==> src/rtl/multi_reg_sequencer.sv <==
// Register-file-side sequencer for LM/SM/LA/SA: one register transfer per slot, lockstep with the address generator.
// Optional MULTI_SEQ_XFER_COUNT_EN adds a 4-bit xfer_count output counting strobes of the last instruction.
module multi_reg_sequencer #(
  parameter int DATA_W = 16,
  parameter int SLOTS  = 7
) (
  input  logic              clk,
  input  logic              rst_n,
  input  logic              op_valid,
  input  logic [3:0]        instr_mem_4,
  input  logic [6:0]        immediate_7,
  input  logic [DATA_W-1:0] data_from_mem_16,
  input  logic [DATA_W-1:0] reg_read_16,
  output logic [2:0]        rf_rd_addr,
  output logic              rf_wr_en,
  output logic [2:0]        rf_wr_addr,
  output logic [DATA_W-1:0] rf_wr_data,
  output logic              mem_wr_en,
  output logic [DATA_W-1:0] mem_wr_data,
  output logic [2:0]        slot,
  output logic              stall,
  output logic              done
`ifdef MULTI_SEQ_XFER_COUNT_EN
  ,output logic [3:0]       xfer_count
`endif
);

  typedef enum logic [1:0] {IDLE, RUN, DONE} state_t;

  localparam logic [2:0] LAST = 3'(SLOTS - 1);

  state_t     state, state_nx;
  logic [2:0] slot_nx;
  logic [6:0] mask, mask_nx;
  logic       all_en, all_en_nx;
  logic       is_store, is_store_nx;
  logic       multi_op, accept, slot_en;

  // Opcodes 11xx: bit1 selects the all-slot variants, bit0 selects stores.
  assign multi_op = (instr_mem_4[3:2] == 2'b11);
  assign accept   = (state == IDLE) && op_valid && multi_op;
  assign slot_en  = all_en || mask[LAST - slot];

  assign rf_rd_addr  = slot;
  assign rf_wr_addr  = slot;
  assign rf_wr_data  = data_from_mem_16;
  assign mem_wr_data = reg_read_16;

  always_ff @(posedge clk) begin
    if (!rst_n) begin
      state    <= IDLE;
      slot     <= '0;
      mask     <= '0;
      all_en   <= 1'b0;
      is_store <= 1'b0;
    end else begin
      state    <= state_nx;
      slot     <= slot_nx;
      mask     <= mask_nx;
      all_en   <= all_en_nx;
      is_store <= is_store_nx;
    end
  end

  always_comb begin
    state_nx    = state;
    slot_nx     = slot;
    mask_nx     = mask;
    all_en_nx   = all_en;
    is_store_nx = is_store;
    rf_wr_en    = 1'b0;
    mem_wr_en   = 1'b0;
    stall       = 1'b0;
    done        = 1'b0;
    case (state)
      IDLE: begin
        if (accept) begin
          stall       = 1'b1;
          mask_nx     = immediate_7;
          all_en_nx   = instr_mem_4[1];
          is_store_nx = instr_mem_4[0];
          slot_nx     = '0;
          state_nx    = RUN;
        end
      end
      RUN: begin
        rf_wr_en  = slot_en && !is_store;
        mem_wr_en = slot_en && is_store;
        stall     = (slot < LAST);
        // Empty masks still walk every slot so the address generator stays aligned.
        if (slot == LAST) begin
          slot_nx  = '0;
          state_nx = DONE;
        end else begin
          slot_nx  = slot + 3'd1;
        end
      end
      DONE: begin
        done     = 1'b1;
        state_nx = IDLE;
      end
      default: state_nx = IDLE;
    endcase
  end

`ifdef MULTI_SEQ_XFER_COUNT_EN
  always_ff @(posedge clk) begin
    if (!rst_n)                     xfer_count <= '0;
    else if (accept)                xfer_count <= '0;
    else if (rf_wr_en || mem_wr_en) xfer_count <= xfer_count + 4'd1;
  end
`endif

endmodule

==> config.mk <==
export PLATFORM = sky130hd
export DESIGN_NAME = multi_reg_sequencer
export DESIGN_NICKNAME = d
export VERILOG_FILES = /design/src/rtl/multi_reg_sequencer.sv
export SDC_FILE = /design/constraint.sdc
export NUM_CORES = 1
export LEC_CHECK = 0
export BUFFER_PORTS_ARGS = -buffer_cell sky130_fd_sc_hd__clkbuf_2
export CAP_MARGIN = 0
export CORE_MARGIN = 3
export CORE_UTILIZATION = 40
export CTS_BUF_LIST = sky130_fd_sc_hd__clkbuf_4 sky130_fd_sc_hd__clkbuf_8
export CTS_CLUSTER_SIZE = 30
export DETAILED_ROUTE_END_ITERATION = 6
export PLACE_DENSITY = 0.84
export SLEW_MARGIN = 20
export SYNTH_ARGS = -nofsm -noshare
export SYNTH_HDL_FRONTEND = slang
export SYNTH_SLANG_ARGS = --single-unit
==> constraint.sdc <==
create_clock -name clk -period 5.2 [get_ports clk]
set_clock_uncertainty 0.15 [all_clocks]
set_input_delay 0.52 -clock clk [delete_from_list [all_inputs] [get_ports clk]]
set_output_delay 0.52 -clock clk [all_outputs]
set_load 0.02 [all_outputs]
* Word level (Yosys, flattened, before mapping) *
Index checks and enable logic that the tools add are counted.

word-level totals
  bits in latches = 0
  word-level logic and storage cells = 39
  RAM bits = 0
  output and inout bits = 45
  memories kept = 0
  register bits after elaboration = 14
  memory bits (read-only) = 0

cells by class
  multiplexer cells = 13
  divide/modulo/power cells = 0
  shift operators = 0
  add/sub/neg operators = 2
  equality and inequality tests = 6
  multipliers = 0
  reduce and logical (&&, ||, !) cells = 11
  bitwise operators = 0
  magnitude comparators = 2

operator list
  cell                                                                   number
  3-bit 2-to-1 mux                                                       2
  3-bit one-hot mux with 2 select lines                                  1
  2-bit AND reduction                                                    3
  1-bit 2-to-1 mux                                                       5
  2-bit equality test, second input constant                             2
  1-bit logical AND                                                      4
  3-bit by 4-bit < comparator with 1-bit output, second input constant   1
  2-bit 2-to-1 mux                                                       2
  2-bit != test, second input constant                                   2
  2-bit one-hot mux with 2 select lines                                  1
  3-bit by 1-bit adder with 3-bit output, second input constant          1
  1-bit binary-select mux with 3-bit select                              1
  3-bit equality test, second input constant                             1
  3-bit < comparator, second input constant                              1
  3-bit subtractor, first input constant                                 1
  2-bit by 1-bit equality test with 1-bit output, second input constant  1
  2-bit zero test                                                        1
  1-bit one-hot mux with 2 select lines                                  1
  2-bit nonzero test                                                     1
  1-bit zero test                                                        1
  1-bit logical OR                                                       1

* Depth between registers and ports, before layout *
  depth after elaboration = 6
  gate-level depth with buffers = 7
  gate-level depth less buffers = 6

* Worst setup path before layout *
OpenSTA, ideal clock, no wires.

  kind = reg2out
  start = register slot[0], in the netlist rf_rd_addr[0]
  end = output mem_wr_en
  data arrival time = 1.996 ns
  stages on the path, launching flop included = 8
  data required time = 4.530 ns
  path slack = 2.534 ns
  cell sequence = dfxtp_1 > buf_6 > inv_1 > ha_1 > nand2b_1 > a21oi_1 > a221oi_2 > nor3b_1

on the way
  word-level cells in the longest chain between the ends = 6

ends and longest elaborated chain
  element                                    RTL line  text
  start: declaration                         20        output logic [2:0] slot,
  start signal: assignment                   58        slot <= slot_nx;
  3-bit subtractor                           42        assign slot_en = all_en || mask[LAST - slot];
  1-bit binary-select mux with 3-bit select  42
  1-bit 2-to-1 mux (implied by the code)     42
  1-bit logical OR                           42
  1-bit logical AND                          88        mem_wr_en = slot_en && is_store;
  1-bit 2-to-1 mux                           75        case (state)
  end: declaration                           18        output logic mem_wr_en,

Every way passes these cells. The select of a mux whose other input is x is not followed.

* Worst setup path in the final report *
Ends and elaborated chain as after synthesis.

==> metrics.cfg <==
[worst_hold_path]
hold_depth = 3
worstHoldPathType = primary input to flip-flop
min_from = immediate_7[5]
min_to = mask[5]$_SDFFE_PN0P_

[worst_setup_path]
path_class = flip-flop to output port
start_kind = flip-flop
slowest_delay_ns = 0.60
cp_max_fo = 13
reg2regPathDepth = 5
crit_arrival_ns = 2.24
reg2reg_slack_ns = 3.52
crit_family = flip-flops
crit_buf_inv = 2
startpoint = rf_rd_addr[0]$_SDFFE_PN0P_
crit_required_ns = 4.53
r2r_start = rf_rd_addr[0]$_SDFFE_PN0P_
worstSetupEndpointType = output port
cp_cell_sequence = inv_1 -> ha_1 -> mux4_2 -> a221oi_2 -> nor3b_1 -> clkbuf_2
reg2reg_to = rf_rd_addr[1]$_SDFFE_PN0P_
slowest_stage = dfxtp_1

[yosys]
synth_area_leaders = buf_4 (28%), dfxtp_1 (28%), nand2_1 (7.4%)
synth_edf_count = 0
synthDistinctLibCells = 29
synth_top_area_share_pct = 28.0
ys_ff_latch = 14
synth_ff_type = dfxtp_1
synth-async-reset-ratio_pct = 0
ys_seq_area_share_pct = 27.6
synth_area_sq_um = 1020
avgSynthCellArea_sq_um = 8.01
synth_cells = 127
synth_area_leader_cell = buf_4
synth-warning-count = 0
synthTopCellsByCount = buf_4 (38), nand2_1 (20), dfxtp_1 (14)
synth_nets = 177
yosysMostFrequentCell = buf_4

[sta]
rsz0062_at_grt = false
fin_hold_ws_ns = 0.309
relSlewSlack_pct = 66.2
post-route-period-util_pct = 56.0
max_clock_freq_mhz = 344
fin_ws_ns = 2.29
slew_viol_final = 0
period_needed_ns = 2.91
tightest_slew_ns = 0.505
setup_viol = 0
setup_tns_ns = 0
hold_viol = 0

[grt]
grt_antenna_before_repair = 0
grt_use_total_pct = 12.3
grt_overflow_total = 0
grt_max_degree = 15
grt_pass1_vias = 694
grt_pass1_wl_mm = 3.06

[die]
io_pins = 91
chipHeight_um = 56.4
die_w_um = 56.4
core_sq_um = 2320
initial_core_util_pct = 43.9
dieArea_sq_um = 3180
num_rows = 17

[clock_tree]
ctsResizeCount = 0
postCtsSetupBuffers = 0
cts_sinks = 14
clock_latency_ns = 0.28
htreeDepth = 1
cts_tree = built
cts_hold_buf = 0
cts-root-buf = clkbuf_4
cts.clk_slew.worst_paths_ns = 0.08
cts.path.max_buffers = 2
cts_made_buffers = 3

[routing]
initialDrtViolationCount = 40
first_pass_iters = 5
dr_total_vias = 707
drc = 0
wire_per_inst_um = 13.8
vias_per_cell = 5.05
antenna_left = 0
wl_mm = 1.94

[placed_design]
place.port_buffers = 26
dp_slack_ns = 2.58
place_hpwl_mm = 1.47
place_congestion = 0.758

[finish]
syn_to_final_growth_pct = -12.7
drive_gt1_share_pct = 27.7
fillers = 253
final_util_pct = 38.3
antenna_cells = 0
fin_nets = 164

[power]
peakVddDrop_uv = 100
power_leakage_nw = 0.371
power.density_nw_per_um2 = 226

[run]
cap_violations = 0

[outcome]
status = complete, no violations

[stage by stage]
stage | cells | area [sq um] | power (mW)
floorplan | 127 | 1020 | 0.170
global placement | 137 | 866 | 0.141
detailed placement | 137 | 866 | 0.142
CTS | 140 | 888 | 0.201
global route | 140 | 888 | 0.209
finish | 140 | 888 | 0.201
[cell usage in the layout (no fill, tap or decap), drive strengths merged]
cell type | Yosys | final
a221oi | 1 | 1
a21boi | 9 | 9
nand2b | 2 | 2
nand2 | 20 | 20
dfxtp | 14 | 14
a211oi | 1 | 1
and2 | 1 | 1
clkbuf | 4 | 29
inv | 4 | 4
nand4 | 1 | 1
o21ai | 3 | 3
xor2 | 1 | 1
o31ai | 1 | 1
ha | 4 | 4
and4 | 1 | 1
nor2 | 6 | 6
o22ai | 1 | 1
a21oi | 4 | 4
mux2i | 1 | 1
mux4 | 1 | 1
nor3b | 1 | 1
nand3 | 1 | 1
nor3 | 1 | 1
nor2b | 2 | 2
a31oi | 1 | 1
o21a | 1 | 1
[worst min-delay path, stage by stage]
cell and delay, ns:
clkbuf_2 0.08, nand2_1 0.04, a21boi_0 0.06
[where the power goes]
| part | internal, mW | leakage, nW | switching, mW |
|---|---|---|---|
| Sequential | 0.110 | 0.114 | 0.00339 |
| Clock | 0.0269 | 0.0138 | 0.0344 |
| Combinational | 0.0111 | 0.244 | 0.0144 |
[cell type report]
cell class                      instances  area (sq um)  area share (%)
Multi-Input combinational cell         65           405            45.6
Timing Repair Buffer                   26           130            14.6
Sequential cell                        14           280            31.5
Clock buffer                            3          22.5            2.54
Inverter                                4          15.0            1.69
Tap cell                               28          35.0            3.94
[logic make-up (layout without fill, tap and decap cells)]
| family | Yosys count | after routing | share of synthesized area, % |
|---|---|---|---|
| buffers and inverters | 48 | 33 | 32.6 |
| and+or+nand+nor | 36 | 36 | 15.9 |
| AOI/OAI and AO/OA | 22 | 22 | 15.0 |
| DFF | 14 | 14 | 27.6 |
| adders and majority gates | 4 | 4 | 4.92 |
| muxes | 2 | 2 | 3.20 |
| xor gates and xnor gates | 1 | 1 | 0.861 |
[worst max path at each step]
stage	endpoint	cells after the start
2_1_floorplan	mem_wr_en	7
3_3_place_gp	mem_wr_en	6
3_5_place_dp	mem_wr_en	6
4_1_cts	mem_wr_en	6
5_1_grt	rf_wr_en	6
6_report	mem_wr_en	6
[registers in the layout, summed over array words and instances (netlist names)]
| signal | cells |
|---|---|
| rf_rd_addr | 3 |
| is_store | 1 |
| mask | 7 |
| state | 2 |
| all_en | 1 |
[layer usage]
layer	global-route usage, %	share of wire (%)	vias to the layer above
met5	0	0	-
met4	13.2	6.7	0
met3	4.14	11	23
met2	18.8	44	32
met1	12.2	38	304
li1	-	-	348
(Power assumes the default switching activity.)
